**src/rtl/note_window.sv**
```systemverilog
// note_window: keeps the set of on-screen (note, ran_for, duration) triples
// for the display renderer. Notes are pulled from a time-sorted song ROM as
// they reach the leading edge of the window, aged on every beat48 tick and
// retired once they have scrolled off the trailing edge.
module note_window #(
    parameter int DISPLAYED_BEATS    = 8,
    parameter int SIMULTANEOUS_NOTES = 2,
    parameter int BEAT_DURATION      = 48,
    parameter int BEAT_BITS          = 11,
    parameter int NOTE_BITS          = 6,
    parameter int ROM_ADDR_BITS      = 10
) (
    input  logic                              clk,
    input  logic                              reset_n,
    input  logic                              start,
    input  logic                              beat_tick,
    output logic [ROM_ADDR_BITS-1:0]          rom_addr,
    input  logic [NOTE_BITS+2*BEAT_BITS-1:0]  rom_data,
    output logic [NOTE_BITS+2*BEAT_BITS-1:0]  notes [2*DISPLAYED_BEATS*SIMULTANEOUS_NOTES],
    output logic                              song_done,
    output logic                              overflow
);

    localparam int SLOTS      = 2 * DISPLAYED_BEATS * SIMULTANEOUS_NOTES;
    localparam int LOOKAHEAD  = (DISPLAYED_BEATS >> 1) * BEAT_DURATION;
    localparam int RETIRE     = DISPLAYED_BEATS * BEAT_DURATION;
    localparam int ENTRY_BITS = NOTE_BITS + 2 * BEAT_BITS;
    localparam int EXT_BITS   = BEAT_BITS + 1;
    localparam int IDX_BITS   = (SLOTS > 1) ? $clog2(SLOTS) : 1;

    // One extra bit on every beat sum/compare so window arithmetic never wraps.
    localparam logic [EXT_BITS-1:0]  LOOKAHEAD_X = EXT_BITS'(LOOKAHEAD);
    localparam logic [EXT_BITS-1:0]  RETIRE_X    = EXT_BITS'(RETIRE);
    localparam logic [BEAT_BITS-1:0] BEAT_MAX    = '1;
    localparam logic [NOTE_BITS-1:0] END_NOTE    = '1;

    typedef enum logic [1:0] {
        S_IDLE  = 2'd0,
        S_AGE   = 2'd1,
        S_WAIT  = 2'd2,
        S_CHECK = 2'd3
    } state_t;

    // Sequencer state
    state_t                   r_state;
    logic [ROM_ADDR_BITS-1:0] r_ptr;
    logic [BEAT_BITS-1:0]     r_song_beat;
    logic                     r_pending;
    logic                     r_song_done;
    logic                     r_overflow;

    state_t                   w_state_next;
    logic [ROM_ADDR_BITS-1:0] w_ptr_next;
    logic [BEAT_BITS-1:0]     w_song_beat_next;
    logic                     w_pending_next;
    logic                     w_song_done_next;
    logic                     w_overflow_next;

    // Slot control
    logic                     w_age;
    logic                     w_admit_en;
    logic [SLOTS-1:0]         w_free;
    logic                     w_any_free;
    logic [IDX_BITS-1:0]      w_free_idx;

    // Decoded ROM entry and window arithmetic
    logic [ENTRY_BITS-1:0]    w_rom_entry;
    logic [NOTE_BITS-1:0]     w_rom_note;
    logic [BEAT_BITS-1:0]     w_rom_start;
    logic [BEAT_BITS-1:0]     w_rom_dur;
    logic [EXT_BITS-1:0]      w_lead;
    logic [EXT_BITS-1:0]      w_admit_diff;
    logic [BEAT_BITS-1:0]     w_admit_ran;
    logic                     w_is_end;
    logic                     w_due;

    assign w_rom_entry = rom_data;
    assign {w_rom_note, w_rom_start, w_rom_dur} = w_rom_entry;

    assign w_is_end     = (w_rom_note == END_NOTE);
    // Leading edge of the window in song time; an entry at or before it is due.
    assign w_lead       = {1'b0, r_song_beat} + LOOKAHEAD_X;
    assign w_due        = ({1'b0, w_rom_start} <= w_lead);
    assign w_admit_diff = w_lead - {1'b0, w_rom_start};
    assign w_admit_ran  = w_admit_diff[BEAT_BITS] ? BEAT_MAX : w_admit_diff[BEAT_BITS-1:0];

    assign rom_addr  = r_ptr;
    assign song_done = r_song_done;
    assign overflow  = r_overflow;

    // Lowest-index free slot: scan downward so the smallest index wins.
    always_comb begin
        w_free_idx = '0;
        w_any_free = 1'b0;
        for (int i = SLOTS - 1; i >= 0; i--) begin
            if (w_free[i]) begin
                w_free_idx = IDX_BITS'(i);
                w_any_free = 1'b1;
            end
        end
    end

    // Next-state and control decode; start overrides everything else.
    always_comb begin
        w_state_next     = r_state;
        w_ptr_next       = r_ptr;
        w_song_beat_next = r_song_beat;
        w_pending_next   = r_pending;
        w_song_done_next = r_song_done;
        w_overflow_next  = r_overflow;
        w_age            = 1'b0;
        w_admit_en       = 1'b0;

        if (start) begin
            w_state_next     = S_WAIT;
            w_ptr_next       = '0;
            w_song_beat_next = '0;
            w_pending_next   = 1'b0;
            w_song_done_next = 1'b0;
            w_overflow_next  = 1'b0;
        end else begin
            case (r_state)
                S_IDLE: begin
                    if ((beat_tick || r_pending) && !r_song_done) begin
                        w_state_next   = S_AGE;
                        w_pending_next = 1'b0;
                    end
                end
                S_AGE: begin
                    w_age            = 1'b1;
                    w_song_beat_next = r_song_beat + BEAT_BITS'(1);
                    w_state_next     = S_WAIT;
                end
                S_WAIT: begin
                    w_state_next = S_CHECK;
                end
                S_CHECK: begin
                    if (w_is_end) begin
                        w_song_done_next = 1'b1;
                        w_state_next     = S_IDLE;
                    end else if (w_due) begin
                        // A due entry is consumed even when it has to be dropped.
                        w_ptr_next   = r_ptr + ROM_ADDR_BITS'(1);
                        w_state_next = S_WAIT;
                        if (w_any_free) begin
                            w_admit_en = 1'b1;
                        end else begin
                            w_overflow_next = 1'b1;
                        end
                    end else begin
                        w_state_next = S_IDLE;
                    end
                end
                default: begin
                    w_state_next = S_IDLE;
                end
            endcase

            // Only one tick can be remembered; a second one is lost and flagged.
            if (beat_tick) begin
                if (r_pending) begin
                    w_overflow_next = 1'b1;
                end else if (r_state != S_IDLE) begin
                    w_pending_next = 1'b1;
                end
            end
        end
    end

    // Sequencer registers.
    always_ff @(posedge clk or negedge reset_n) begin
        if (!reset_n) begin
            r_state     <= S_IDLE;
            r_ptr       <= '0;
            r_song_beat <= '0;
            r_pending   <= 1'b0;
            r_song_done <= 1'b0;
            r_overflow  <= 1'b0;
        end else begin
            r_state     <= w_state_next;
            r_ptr       <= w_ptr_next;
            r_song_beat <= w_song_beat_next;
            r_pending   <= w_pending_next;
            r_song_done <= w_song_done_next;
            r_overflow  <= w_overflow_next;
        end
    end

    // Per-slot storage: age/retire in AGE, load in CHECK. The two never overlap,
    // so a slot retired on a tick is free for the admissions that follow it.
    for (genvar gi = 0; gi < SLOTS; gi++) begin : g_slot
        logic                 r_valid;
        logic [NOTE_BITS-1:0] r_note;
        logic [BEAT_BITS-1:0] r_ran;
        logic [BEAT_BITS-1:0] r_dur;
        logic [BEAT_BITS-1:0] w_ran_inc;
        logic                 w_retire;
        logic                 w_load;

        assign w_ran_inc = (r_ran == BEAT_MAX) ? r_ran : r_ran + BEAT_BITS'(1);
        assign w_retire  = ({1'b0, w_ran_inc} >= ({1'b0, r_dur} + RETIRE_X));
        assign w_load    = w_admit_en && (w_free_idx == IDX_BITS'(gi));

        // Slot update: clear on start, age/retire on tick, fill on admission.
        always_ff @(posedge clk or negedge reset_n) begin
            if (!reset_n) begin
                r_valid <= 1'b0;
                r_note  <= '0;
                r_ran   <= '0;
                r_dur   <= '0;
            end else if (start) begin
                r_valid <= 1'b0;
                r_note  <= '0;
                r_ran   <= '0;
                r_dur   <= '0;
            end else if (w_age && r_valid) begin
                r_ran <= w_ran_inc;
                if (w_retire) begin
                    r_valid <= 1'b0;
                end
            end else if (w_load) begin
                r_valid <= 1'b1;
                r_note  <= w_rom_note;
                r_ran   <= w_admit_ran;
                r_dur   <= w_rom_dur;
            end
        end

        assign w_free[gi] = ~r_valid;
        assign notes[gi]  = r_valid ? {r_note, r_ran, r_dur} : '0;
    end

endmodule

```
**config.mk**
```make
export PLATFORM = sky130hd
export DESIGN_NAME = note_window
export DESIGN_NICKNAME = d
export VERILOG_FILES = /design/src/rtl/note_window.sv
export SDC_FILE = /design/constraint.sdc
export NUM_CORES = 2
export LEC_CHECK = 0
export ABC_AREA = 0
export CORE_ASPECT_RATIO = 0.5
export CORE_MARGIN = 3
export CORE_UTILIZATION = 50
export DETAILED_ROUTE_END_ITERATION = 10
export HOLD_SLACK_MARGIN = 0.02
export PLACE_DENSITY = 0.75
export SLEW_MARGIN = 20
export SYNTH_ARGS = -nofsm -noshare
export SYNTH_HDL_FRONTEND = slang
export SYNTH_SLANG_ARGS = --single-unit
```
**constraint.sdc**
```tcl
create_clock -name clk -period 10.9 [get_ports clk]
set_input_delay 1.09 -clock clk [delete_from_list [all_inputs] [get_ports clk]]
set_output_delay 1.09 -clock clk [all_outputs]
set_load 0.02 [all_outputs]
```
# Word-level counts from Yosys, hierarchy flattened
# Cells that the tools add are included.
[classes]
eq_ne = 133
magnitude_cmp = 33
n_reduce_logical = 204
n_mux = 579
addsub = 68
[ops]
columns = ["cell", "n"]
rows = [
  ["two-way mux 11 bit", 227],
  ["two-way mux 28 bit", 32],
  ["two-way mux 6 bit", 96],
  ["adder 11 x 9 -> 12 bit (second input constant)", 32],
  [">= comparator 11 x 12 -> 1 bit", 32],
  ["adder 11 x 1 -> 11 bit (second input constant)", 33],
  ["equality test 11 bit (second input constant)", 32],
  ["two-way mux 1 bit", 183],
  ["two-way mux 5 bit", 32],
  ["AND reduction 2 bit", 65],
  ["!= test 3 bit (second input constant)", 33],
  ["nonzero test 3 bit", 32],
  ["equality test 5 bit (second input constant)", 16],
  ["nonzero test 2 bit", 37],
  ["!= test 2 bit (second input constant)", 33],
  ["logical AND 1 bit", 65],
  ["equality test 5 x 4 -> 1 bit (second input constant)", 8],
  ["two-way mux 10 bit", 4],
  ["equality test 5 x 3 -> 1 bit (second input constant)", 4],
  ["adder 11 x 8 -> 12 bit (second input constant)", 1],
  ["<= comparator 11 x 12 -> 1 bit", 1],
  ["subtractor 12 x 11 -> 12 bit", 1],
  ["adder 10 x 1 -> 10 bit (second input constant)", 1],
  ["equality test 5 x 2 -> 1 bit (second input constant)", 2],
  ["other kinds (11)", 15],
]
[totals]
register_bits = 954
inputBits = 32
out_inout_bits = 908
word_cells = 1151

# Logic depth before layout (Yosys ltp)
[depth]
word_depth = 41
ltp_mapped = 19
ltp_nobuf = 15

# Worst setup path after synthesis
# Ideal clock, no wire load.
[synth_timing]
path_type = "input to register"
startpoint = "input port rom_data[11]"
endpoint = "register g_slot[23].r_ran[1]"
stages = 12
n_path_buf = 2
arrival_time_ps = 3756
t_required_ps = 10764
path_slack_ps = 7007
setup_time_ps = 136
cell_sequence = "ha_1 > fa_1 > nor2b_1 > o21bai_1 > and3b_1 > o21a_1 > buf_2 > nor4_4 > and2_1 > buf_6 > mux2i_1 > o21ai_1"
[synth_via]
elab_chain_len = 7
elab_cells_between_ends = 12
classes_between = "1 x add/sub; 1 x order compare; 8 x mux; 2 x reduce/logical"
[synth_rtl]
columns = ["element", "line", "rtl"]
rows = [
  ["start, declared", "18", "input logic [NOTE_BITS+2*BEAT_BITS-1:0] rom_data,"],
  ["<= comparator 11 x 12 -> 1 bit", "83", "assign w_due = ({1'b0, w_rom_start} <= w_lead);"],
  ["two-way mux 1 bit", "141", "end else if (w_due) begin"],
  ["two-way mux 1 bit", "138", "if (w_is_end) begin"],
  ["two-way mux 1 bit", "122", "case (r_state)"],
  ["two-way mux 1 bit", "114", "if (start) begin"],
  ["logical AND 1 bit", "202", "assign w_load = w_admit_en && (w_free_idx == IDX_BITS'(gi));"],
  ["nonzero test 3 bit (no source line)", "--", ""],
  ["end signal, assigned", "217", "r_ran <= w_ran_inc;"],
  ["end signal, assigned", "224", "r_ran <= w_admit_ran;"],
  ["end, declared", "194", "logic [BEAT_BITS-1:0] r_ran;"],
]
# Several ways; a longest one is shown, not always the timed one. The select of a mux whose other input is x is not followed.
# A chain may end at the register's enable or synchronous reset.

# Final worst setup path
[layout_timing]
startpoint = "register g_slot[22].r_valid"
endpoint = "register g_slot[9].r_ran[9]"
[layout_via]
elab_chain_len = 30
elab_cells_between_ends = 54
classes_between = "1 x eq/ne; 51 x mux; 2 x reduce/logical"
[layout_rtl]
columns = ["element", "line", "rtl"]
rows = [
  ["start, declared", "192", "logic r_valid;"],
  ["start signal, assigned", "207", "r_valid <= 1'b0;"],
  ["start signal, assigned", "212", "r_valid <= 1'b0;"],
  ["start signal, assigned", "219", "r_valid <= 1'b0;"],
  ["two-way mux 1 bit (23 in a row)", "96", "if (w_free[i]) begin"],
  ["two-way mux 1 bit", "145", "if (w_any_free) begin"],
  ["two-way mux 1 bit", "141", ""],
  ["two-way mux 1 bit", "138", ""],
  ["two-way mux 1 bit", "122", ""],
  ["two-way mux 1 bit", "114", ""],
  ["logical AND 1 bit *", "202", ""],
  ["nonzero test 3 bit (no source line) *", "--", ""],
  ["end signal, assigned", "217", ""],
  ["end signal, assigned", "224", ""],
  ["end, declared", "194", ""],
]
# Every way passes the cells marked *; elsewhere a longest branch is shown, timed or not.

==> results.py <==
metrics = {
    "run_status": {
        "status": "finished, final reports clean",
    },
    "routing": {
        "routed_wirelength_um": 249700,
        "vias_per_cell": 6.072,
        "drc": 0,
        "wire_per_inst_um": 25.75,
        "dr.first_iter.drc_count": 6317,
        "dr.pass1.iters": 6,
        "vias": 58879,
        "ant_nets": 0,
    },
    "yosys": {
        "seq_area_frac_synth_pct": 37.87,
        "synth_flop_cell": "dfrtp_1",
        "yosys.cell_count.top_type": "nand2_1",
        "synth_warnings": 0,
        "synth_top_area_share_pct": 37.87,
        "synth.largest_area_cell": "dfrtp_1",
        "synthArstFlopShare_pct": 100.0,
        "ys_ff_latch": 954,
        "syn_inst": 7278,
        "synth.area.top_cells": "dfrtp_1 (38%), and2_1 (8.7%), ha_1 (8.6%)",
        "syn_area_um2": 63040,
        "synth-edff-count": 0,
        "synth_common_cells": "nand2_1 (1146), dfrtp_1 (954), and2_1 (878)",
        "synth_cell_types": 85,
        "synth_nets": 7742,
        "syn_area_per_cell_um2": 8.662,
    },
    "timing": {
        "rsz0062_at_grt": "false",
        "finClkSkew_ns": 0.04156,
        "slew_headroom_pct": 19.30,
        "drv_slew": 0,
        "fmax_ghz": 0.1956,
        "tns_ns": 0,
        "holdWs_ns": 0.3954,
        "setup_viol": 0,
        "min_period_over_period_pct": 46.90,
        "min_period_ns": 5.112,
        "finalHoldViolCount": 0,
        "tightest_slew_ns": 1.209,
    },
    "worst_setup_path": {
        "r2r_cells": 8,
        "reg2reg_setup_slack_ns": 5.79,
        "critPathArrivalTime_ns": 5.70,
        "reg2reg_to": "g_slot[9].r_ran[9]",
        "cp-start-kind": "register",
        "rr_startpoint": "g_slot[22].r_valid",
        "worstPathMaxFanout": 46,
        "crit_path_end_kind": "register",
        "crit_required_ns": 11.49,
        "critPathKind": "register to register",
    },
    "final_layout": {
        "post-route-util_pct": 61.85,
        "final_nets": 8413,
        "syn_to_final_growth_pct": 21.87,
        "final_cell_area_um2": 76830,
        "drive_above_1_share_pct": 6.821,
        "final_cells": 9697,
    },
    "die": {
        "fp.dieW_um": 508.2,
        "pin_count": 940,
        "initial_core_util_pct": 50.75,
        "core_um2": 124200,
        "die_h_um": 257.1,
        "die_area_um2": 130600,
        "row_count": 91,
    },
    "place": {
        "dp_hpwl_um": 173200,
        "portBuffers": 939,
        "dp_cells": 9522,
        "dpl_cell_area_um2": 73550,
        "gp_congestion": 0.9708,
    },
    "power_and_ir_drop": {
        "ir_drop_mv": 0.1238,
        "powerDensity_nw_per_um2": 100.4,
        "leakage_nw": 34.09,
    },
    "global_routing": {
        "grt.total_usage_pct": 37.19,
        "antenna_found_initial": 13,
        "grt_pass1_vias": 56431,
        "gr-total-overflow": 0,
        "grt_max_degree": 142,
        "grt_pass1_wl_um": 367700,
    },
    "cts": {
        "clkSlewWorstSetupHoldPaths_ns": 0.06,
        "cts_setup_buffers": 0,
        "htree_levels": 3,
        "cts_tree": "built",
        "cts_buffers": 93,
        "root_buffer": "clkbuf_16",
        "cts_resized": 0,
        "clock-sinks": 954,
        "hold_buffers": 0,
        "insertion_delay_ns": 0.73,
        "clock_tree.buffer_depth": 3,
    },
    "worst_hold_path": {
        "hold_path.class": "input port to async pin",
    },
    "job": {
        "maxCapViolCount": 0,
    },
}
-- per-stage QoR --
stage                     setup WS [ns]  power, mW
final                             5.788      7.710
after CTS                         5.924      7.713
after global routing              5.670      7.930
after floorplan                   7.007      4.025
after global placement            5.500      4.302
after detailed placement          5.495      4.319
-- power breakdown --
part	internal (mW)	switching, mW	total, mW
clock	1.91	1.54	3.44
sequential	3.62	0.0708	3.69
combinational	0.161	0.412	0.573
total	5.69	2.02	7.71
-- logic make-up (layout without fill, tap and decap cells) --
family	Yosys count	after routing	share of synthesized area [%]
compound gates	1502	1502	15.45
xor+xnor	365	365	5.071
fa+ha+maj	432	432	8.586
buf+inv	802	1543	5.020
flops	954	954	37.87
mux	270	270	4.569
other cells	0	4	0
simple gates	2953	2953	23.43
-- cell usage in the layout, fill, tap and decap left out, drive strengths merged, types with 63 or more instances in the layout --
| cell type | n |
|---|---|
| o31ai | 150 |
| nand3 | 197 |
| inv | 330 |
| xnor2 | 204 |
| xor2 | 161 |
| mux2i | 128 |
| and2 | 881 |
| and3 | 121 |
| mux2 | 142 |
| buf | 129 |
| ha | 431 |
| o21ai | 493 |
| a211oi | 63 |
| nor2 | 277 |
| clkbuf | 138 |
| nand4 | 91 |
| a21oi | 277 |
| clkdlybuf4s50 | 922 |
| a21o | 117 |
| dfrtp | 954 |
| nand2 | 1146 |
-- critical path: stages (launching register included) --
cell and delay, ns:
dfrtp_1 1.01, nand2_1 0.52, a311oi_1 0.97, o31ai_1 0.24
nand2_1 0.18, a41o_2 0.81, and2_2 0.86, mux2i_1 0.25
o21ai_0 0.11
-- worst max-delay path by stage --
| stage | cells past startpoint | startpoint | endpoint |
|---|---|---|---|
| 6_report | 8 | g_slot[22].r_valid | g_slot[9].r_ran[9] |
| 3_5_place_dp | 11 | rom_data[11] | g_slot[19].r_ran[2] |
| 5_1_grt | 8 | g_slot[22].r_valid | g_slot[9].r_ran[8] |
| 4_1_cts | 8 | g_slot[12].r_valid | g_slot[1].r_ran[7] |
| 3_3_place_gp | 11 | rom_data[11] | g_slot[19].r_ran[2] |
| 2_1_floorplan | 12 | rom_data[11] | g_slot[23].r_ran[1] |
-- flip-flops by register name, summed over array words and instances, names as in the netlist --
register and cells:
r_pending 1, r_song_beat 11, g_slot.r_dur 352, r_state 2, g_slot.r_note 192, rom_addr 10, g_slot.r_ran 352, overflow 1
song_done 1, g_slot.r_valid 32
-- metal layers --
metal  share of wire [%]  track usage (%)  up-vias
met1                  38            47.33    28718
li1                    -                -    26407
met3                 8.8            6.933      870
met2                  44            57.16     2880
met5               0.014                0        -
met4                 8.4            26.28        4
-- layout make-up --
| class | instances | area, µm² |
|---|---|---|
| fill | 10663 | 47390 |
| multi-input combinational | 5522 | 36210 |
| sequential | 954 | 23880 |
| timing repair buffer | 1052 | 10310 |
| clock buffer | 137 | 2744 |
| tap | 1674 | 2095 |
| inverter | 326 | 1231 |
| clock inverter | 28 | 349.1 |
| antenna | 4 | 10.01 |
(Power assumes the default switching activity.)
